### config.mk
export PLATFORM = sky130hd
export DESIGN_NAME = uart_tx_fifo
export DESIGN_NICKNAME = d
export VERILOG_FILES = /design/src/rtl/uart_tx_fifo.sv
export SDC_FILE = /design/constraint.sdc
export NUM_CORES = 1
export LEC_CHECK = 0
export CORE_ASPECT_RATIO = 1.5
export CORE_MARGIN = 3
export CORE_UTILIZATION = 30
export CTS_BUF_LIST = sky130_fd_sc_hd__clkbuf_4 sky130_fd_sc_hd__clkbuf_8
export DETAILED_ROUTE_END_ITERATION = 16
export SLEW_MARGIN = 20
export SYNTH_ARGS = -nofsm -noshare
export SYNTH_HDL_FRONTEND = slang
export SYNTH_SLANG_ARGS = --single-unit
### constraint.sdc
create_clock -name clk -period 6.7 [get_ports clk]
set_input_delay 2.01 -clock clk [delete_from_list [all_inputs] [get_ports clk]]
set_output_delay 2.01 -clock clk [all_outputs]
set_load 0.005 [all_outputs]
### src/rtl/uart_tx_fifo.sv
// uart_tx_fifo
//   Byte FIFO sitting between the UART receiver and the UART transmitter in
//   the loopback top. Received bytes are queued while the transmitter is
//   busy. Each stored byte produces exactly one single-cycle transmit strobe.
//
// Ports:
//   clk           system clock; all logic runs on the rising edge
//   rst_n         synchronous, active-low reset
//   wr_en         single-cycle write strobe (receiver data_ready)
//   wr_data       byte to store, valid while wr_en=1
//   tx_rdy        transmitter idle/ready
//   tx_en         single-cycle transmit start strobe (registered)
//   tx_data       byte for the transmitter; holds the last launched byte
//   count         number of stored entries, 0..DEPTH
//   empty         count == 0
//   full          count == DEPTH
//   overflow      sticky flag: a write was dropped because the FIFO was full
//   clr_overflow  clears overflow (a simultaneous dropped write wins)
module uart_tx_fifo #(
  parameter int WIDTH      = 8,
  parameter int DEPTH_LOG2 = 4
) (
  input  logic                  clk,
  input  logic                  rst_n,
  input  logic                  wr_en,
  input  logic [WIDTH-1:0]      wr_data,
  input  logic                  tx_rdy,
  output logic                  tx_en,
  output logic [WIDTH-1:0]      tx_data,
  output logic [DEPTH_LOG2:0]   count,
  output logic                  empty,
  output logic                  full,
  output logic                  overflow,
  input  logic                  clr_overflow
);

  localparam int DEPTH = 2 ** DEPTH_LOG2;

  localparam logic [DEPTH_LOG2:0]   CNT_FULL = (DEPTH_LOG2 + 1)'(DEPTH);
  localparam logic [DEPTH_LOG2:0]   CNT_ONE  = (DEPTH_LOG2 + 1)'(1);
  localparam logic [DEPTH_LOG2-1:0] PTR_ONE  = DEPTH_LOG2'(1);

  typedef enum logic [1:0] {
    IDLE,
    WAIT_BUSY,
    WAIT_DONE
  } state_t;

  logic [WIDTH-1:0] mem [DEPTH];

  logic [DEPTH_LOG2-1:0] wr_ptr_reg;
  logic [DEPTH_LOG2-1:0] rd_ptr_reg;
  logic [DEPTH_LOG2:0]   count_reg;
  logic                  overflow_reg;
  logic                  tx_en_reg;
  logic [WIDTH-1:0]      tx_data_reg;
  state_t                state_reg;
  state_t                state_next;

  logic                  wr_accept;
  logic                  launch;

  assign empty     = (count_reg == '0);
  assign full      = (count_reg == CNT_FULL);
  // The full test uses the current count, so a pop in the same cycle does
  // not make room for this cycle's write.
  assign wr_accept = wr_en && !full;

  assign count     = count_reg;
  assign overflow  = overflow_reg;
  assign tx_en     = tx_en_reg;
  assign tx_data   = tx_data_reg;

  // Launch sequencing. WAIT_BUSY guards against a second launch while the
  // transmitter has not yet dropped rdy in response to the strobe.
  always_comb begin
    state_next = state_reg;
    launch     = 1'b0;
    unique case (state_reg)
      IDLE: begin
        if (!empty && tx_rdy) begin
          launch     = 1'b1;
          state_next = WAIT_BUSY;
        end
      end
      WAIT_BUSY: begin
        if (!tx_rdy) begin
          state_next = WAIT_DONE;
        end
      end
      WAIT_DONE: begin
        if (tx_rdy) begin
          state_next = IDLE;
        end
      end
      default: begin
        state_next = IDLE;
      end
    endcase
  end

  // Storage array: write port only, no reset so it maps onto block RAM.
  always_ff @(posedge clk) begin
    if (wr_accept) begin
      mem[wr_ptr_reg] <= wr_data;
    end
  end

  // Control, pointers, count and the registered read into tx_data.
  // When launch is active the FIFO is non-empty, and an accepted write
  // implies it is not full, so wr_ptr never aliases rd_ptr here.
  always_ff @(posedge clk) begin
    if (!rst_n) begin
      wr_ptr_reg   <= '0;
      rd_ptr_reg   <= '0;
      count_reg    <= '0;
      overflow_reg <= 1'b0;
      tx_en_reg    <= 1'b0;
      tx_data_reg  <= '0;
      state_reg    <= IDLE;
    end else begin
      state_reg <= state_next;
      tx_en_reg <= launch;

      if (wr_accept) begin
        wr_ptr_reg <= wr_ptr_reg + PTR_ONE;
      end

      if (launch) begin
        tx_data_reg <= mem[rd_ptr_reg];
        rd_ptr_reg  <= rd_ptr_reg + PTR_ONE;
      end

      if (wr_accept && !launch) begin
        count_reg <= count_reg + CNT_ONE;
      end else if (!wr_accept && launch) begin
        count_reg <= count_reg - CNT_ONE;
      end

      // A dropped write in the same cycle as a clear keeps the flag set.
      if (wr_en && full) begin
        overflow_reg <= 1'b1;
      end else if (clr_overflow) begin
        overflow_reg <= 1'b0;
      end
    end
  end

endmodule

==> After elaboration in Yosys (flattened, before gate mapping) <==
Memory sizes are Yosys's and may differ from the RTL's. A register that Yosys moved wholly into a read port is not among the register bits.
Index checks and enable logic that the tools add are counted.
{ "word_totals": {"mem_count": 1, "wordCells": 44, "register_bits": 17, "out_inout_bits": 17, "mem_bits_rw": 128} }
{ "classes": {"n_addsub": 4, "reduce_logical": 15, "mux": 12, "n_eq_ne": 6} }
{ "mem_list": {"columns": ["name", "words", "width", "read_ports", "rd_ports_with_merged_regs", "write_ports", "line_no", "text"], "rows": [
  ["mem", 16, 8, 1, 1, 1, "49", "logic [WIDTH-1:0] mem [DEPTH];"]
]} }
{ "op_table": {"columns": ["cell", "count"], "rows": [
  ["$mux 5", 2],
  ["$add 4x1->4 const B", 2],
  ["$mux 1", 6],
  ["$mux 2", 3],
  ["$ne 2x2->1 const B", 3],
  ["$pmux 2 s3", 1],
  ["$add 5x1->5 const B", 1],
  ["$eq 5x5->1 const B", 1],
  ["$logic_and 1x1->1", 5],
  ["$logic_not 1->1", 5],
  ["$logic_not 5->1", 1],
  ["$sub 5x1->5 const B", 1],
  ["$reduce_bool 2->1", 2],
  ["$reduce_and 3->1", 1],
  ["$eq 2x1->1 const B", 1],
  ["$eq 2x2->1 const B", 1],
  ["$logic_not 2->1", 1]
]} }

==> Logic depth before layout (Yosys ltp) <==
{ "depth": {"word_depth": 8, "mapped_depth": 13, "ltp_nobuf": 11} }

==> Worst setup path before layout <==
Ideal clock, no wire load.
{ "synth_path": {"path_type": "input port to flip-flop", "startpoint": "input tx_rdy", "endpoint": "register count_reg[4] (netlist: count[4])", "required_ns": 6.628, "slack_ns": 2.648, "t_arrival_ns": 3.980, "path_stages": 12, "n_path_buf": 2, "path_cell_list": "inv_1 > a2111oi_4 > buf_6 > clkbuf_8 > inv_1 > ha_1 > inv_1 > ha_1 > a21o_1 > a21oi_1 > mux2i_1 > mux2i_1"} }
{ "synth_via": {"elab_chain_len": 6, "word_cells_on_any_way": 8} }
{ "synth_rtl": {"columns": ["item", "line_no", "text"], "rows": [
  ["from (decl)", "27", "input logic tx_rdy,"],
  ["$logic_and 1x1->1 (*)", "81", "if (!empty && tx_rdy) begin"],
  ["$mux 1 (*)", "81", null],
  ["$mux 1 (*)", "79", "unique case (state_reg)"],
  ["$logic_not 1->1", "134", "if (wr_accept && !launch) begin"],
  ["$logic_and 1x1->1", "134", null],
  ["$mux 5 or $reduce_bool 2->1 (tied branches)", null, null],
  ["to (signal assigned)", "135", "count_reg <= count_reg + CNT_ONE;"],
  ["to (signal assigned)", "137", "count_reg <= count_reg - CNT_ONE;"],
  ["to (decl)", "53", "logic [DEPTH_LOG2:0] count_reg;"]
]} }
Every way passes the cells marked *; elsewhere a longest branch is shown, timed or not.
A chain may end at the register's enable or synchronous reset.

==> Worst setup path in the final report <==
Same ends and word-level chain as after synthesis.

==> impl_metrics.yaml <==
sta:
  setup_viol: 0
  finalSetupTns_ps: 0
  final_min_period_over_clock_period_pct: 61.52
  clock-skew-final_ps: 10.67
  slew_at_the_pin_closest_to_its_max_slew_limit_ps: 921.9
  hold_viol_final: 0
  achievable-frequency_mhz: 242.6
  slew_headroom_pct: 38.54
  timing.final.crit_period_ps: 4122
  rsz_0062_raised_after_global_routing: "false"
  worst_hold_slack_ps: 524.3
  maxSlewViolCount: 0
critical_path:
  endpoint_kind: "flop"
  worst_setup_path_start_kind: "input port"
  critical-path-top-cell-by-count: "sky130_fd_sc_hd__inv_1"
  critical_path_arrival_ps: 4490
  critPathMaxFanout: 22
  worst_path_largest_cell_delay_ps: 480
  timing.critical_path.max_delay_family: "buffers and inverters"
  cp_cell_sequence: "clkdlybuf4s50_1 > inv_1 > a2111oi_4 > buf_4 > inv_1 > ha_1 > inv_1 > ha_1 > a21o_1 > a21oi_1 > mux2i_1 > mux2i_1"
  critPathSlowestCell: "sky130_fd_sc_hd__clkdlybuf4s50_1"
  cp_data_required_time_ps: 7070
  setup_crit_path_kind: "in -> reg"
  critical_path_buf_inv_count: 5
logic_synthesis:
  synth.yosys.seq_area_share_pct: 70.35
  synth_enable_flop_cells: 128
  synth.area.top_cells: "sky130_fd_sc_hd__edfxtp_1, sky130_fd_sc_hd__dfxtp_1, sky130_fd_sc_hd__mux2i_1"
  syn_area_per_cell_um2: 15.71
  fraction_of_post_synthesis_cell_area_in_the_top_cell_type_by_area_pct: 62.25
  library_cell_occupying_the_most_area_in_the_post_synthesis_netlist: "sky130_fd_sc_hd__edfxtp_1"
  synth_area_um2: 6175
  ys_dominant_reg_cell: "sky130_fd_sc_hd__edfxtp_1"
  synthArstFlopShare_pct: 0
  synth-warning-count: 0
  synth.ff_latch_count: 153
  synth_cells: 393
  synth_cell_type_count: 36
  syn-num-nets: 417
global_routing:
  grt_first_pass_wirelength_mm: 19.02
  overflow: 0
  grt_max_degree: 56
  globalRouteTotalUtil_pct: 11.58
  first_global_vias: 3348
  initial_antenna_violation_count: 0
clocking:
  htree_levels: 4
  post_cts.resized_instances: 0
  tritoncts: "built"
  clkSlewWorstSetupHoldPaths_ps: 90
  clock_path_buffers: 2
  clock_latency_ps: 440
  cts_root_buffer: "sky130_fd_sc_hd__clkbuf_8"
  cts_inserted_buffers: 17
  postCtsSetupBuffers: 0
  tritoncts_num_sinks: 153
  cts_hold_buffers: 0
worst_hold_path:
  timing.hold.worst.class: "reg -> reg"
placed_design:
  detailedPlacementHpwl_mm: 8.646
  gp_routability_congestion: 0.8301
  io_buffer_count: 29
floorplan:
  dieHeight_um: 181.7
  initial_utilization_pct: 30.84
  boundaryPins: 30
  core_area_um2: 20020
  placementRows: 63
  die-area_um2: 22380
  dieWidth_um: 123.1
cells_and_area:
  final_net_count: 451
  fillCellCount: 1924
  final_cell_mix: "sky130_fd_sc_hd__edfxtp_1, sky130_fd_sc_hd__mux2i_1, sky130_fd_sc_hd__clkdlybuf4s50_1"
  largest_register_ffs: 128
  num_antenna_cells: 0
  area.growth.synth_to_final_pct: 14.75
  mostFrequentLayoutCell: "sky130_fd_sc_hd__edfxtp_1"
  drive_gt1_share_pct: 12.27
detailed_routing:
  drt_first_pass_iters: 4
  via_per_inst: 4.661
  routed_wire_length_per_instance_um: 17.96
  drt_drc_violations_left: 0
  detailroute.via_count: 3263
  ant_nets: 0
  routed_wirelength_mm: 12.57
  initialDrtViolationCount: 210
pwr:
  power.leakage_nw: 2.207
  worst_ir_drop_vdd_mv: 0.1168
  power_density_relative_to_cell_area_nw_per_um2: 321.5
run_status:
  run_status: "complete, no violations"
flow_run:
  max_cap_check_violation_count: 0
## metal layers
metal  share of wire [%]  up-vias  GRT usage (%)
li1                    -     1558              -
met2                  56       78          21.15
met4                 1.7        0          4.302
met1                  38     1613          13.08
met3                 3.8       14          2.275
met5                   0        -              0
## power by group
part           internal, mW  switching, mW
logic                 0.235          0.257
registers              1.09         0.0461
clock network         0.272          0.375
## final timing paths
check | cells after the start | start | end | slack (ps)
worst min-delay path | 2 | state_reg[0] | state_reg[0] | 520
worst min register to register | 2 | state_reg[0] | state_reg[0] | 520
worst max register to register | 11 | count[0] | count[4] | 3980
worst max-delay path | 12 | tx_rdy | count[4] | 2580
## worst reg2reg max path: stages, from the launching register on
cell	delay, ps
sky130_fd_sc_hd__dfxtp_1	470
sky130_fd_sc_hd__nor4_4	110
sky130_fd_sc_hd__a2111oi_4	340
sky130_fd_sc_hd__buf_4	280
sky130_fd_sc_hd__inv_1	70
sky130_fd_sc_hd__ha_1	220
sky130_fd_sc_hd__inv_1	150
sky130_fd_sc_hd__ha_1	270
sky130_fd_sc_hd__a21o_1	170
sky130_fd_sc_hd__a21oi_1	170
sky130_fd_sc_hd__mux2i_1	230
sky130_fd_sc_hd__mux2i_1	180
## synthesized netlist by cell type, types with 2 or more instances
library cell and n:
sky130_fd_sc_hd__edfxtp_1 128, sky130_fd_sc_hd__mux2i_1 45, sky130_fd_sc_hd__dfxtp_1 25, sky130_fd_sc_hd__nand2_1 23, sky130_fd_sc_hd__o22ai_1 21, sky130_fd_sc_hd__nor2_1 16, sky130_fd_sc_hd__o21ai_0 14, sky130_fd_sc_hd__and2_1 13
sky130_fd_sc_hd__nor3_1 12, sky130_fd_sc_hd__mux4_2 11, sky130_fd_sc_hd__ha_1 10, sky130_fd_sc_hd__inv_1 10, sky130_fd_sc_hd__a21oi_1 8, sky130_fd_sc_hd__xnor2_1 7, sky130_fd_sc_hd__a31oi_1 5, sky130_fd_sc_hd__buf_2 5
sky130_fd_sc_hd__clkbuf_1 5, sky130_fd_sc_hd__nor2b_1 5, sky130_fd_sc_hd__buf_4 4, sky130_fd_sc_hd__nand3b_1 3, sky130_fd_sc_hd__xor2_1 3, sky130_fd_sc_hd__buf_1 2, sky130_fd_sc_hd__buf_6 2, sky130_fd_sc_hd__nand2b_1 2
sky130_fd_sc_hd__nand3_1 2, sky130_fd_sc_hd__nand4_1 2
## layout make-up
class	count	area, µm²	area share (%)
timing repair buffer	34	327.8	4.627
sequential	153	4345	61.33
tap	260	325.3	4.591
clock inverter	15	130.1	1.836
inverter	10	37.54	0.5298
clock buffer	17	234.0	3.302
multi-input combinational	211	1685	23.79
## metrics by stage
step	instance area [µm²]	cells	setup slack [ps]	total power [mW]	utilization, %
CTS	7076	700	2600	2.303	35.34
finish	7086	700	2578	2.278	35.39
detailed placement	6711	668	2117	1.658	33.52
floorplan	6175	393	2648	1.477	-
global route	7086	700	2456	2.396	35.39
global placement	6711	668	2214	1.641	33.52
## cell families after synthesis
group / after synthesis / share of synthesized area [%]
flops: 153 / 70.35
buf+inv: 29 / 2.513
fa+ha+maj: 11 / 2.351
mux: 56 / 11.31
compound gates: 51 / 5.167
simple gates: 83 / 6.890
xor+xnor: 10 / 1.419
Note: power is estimated with default switching activity, not from simulation.
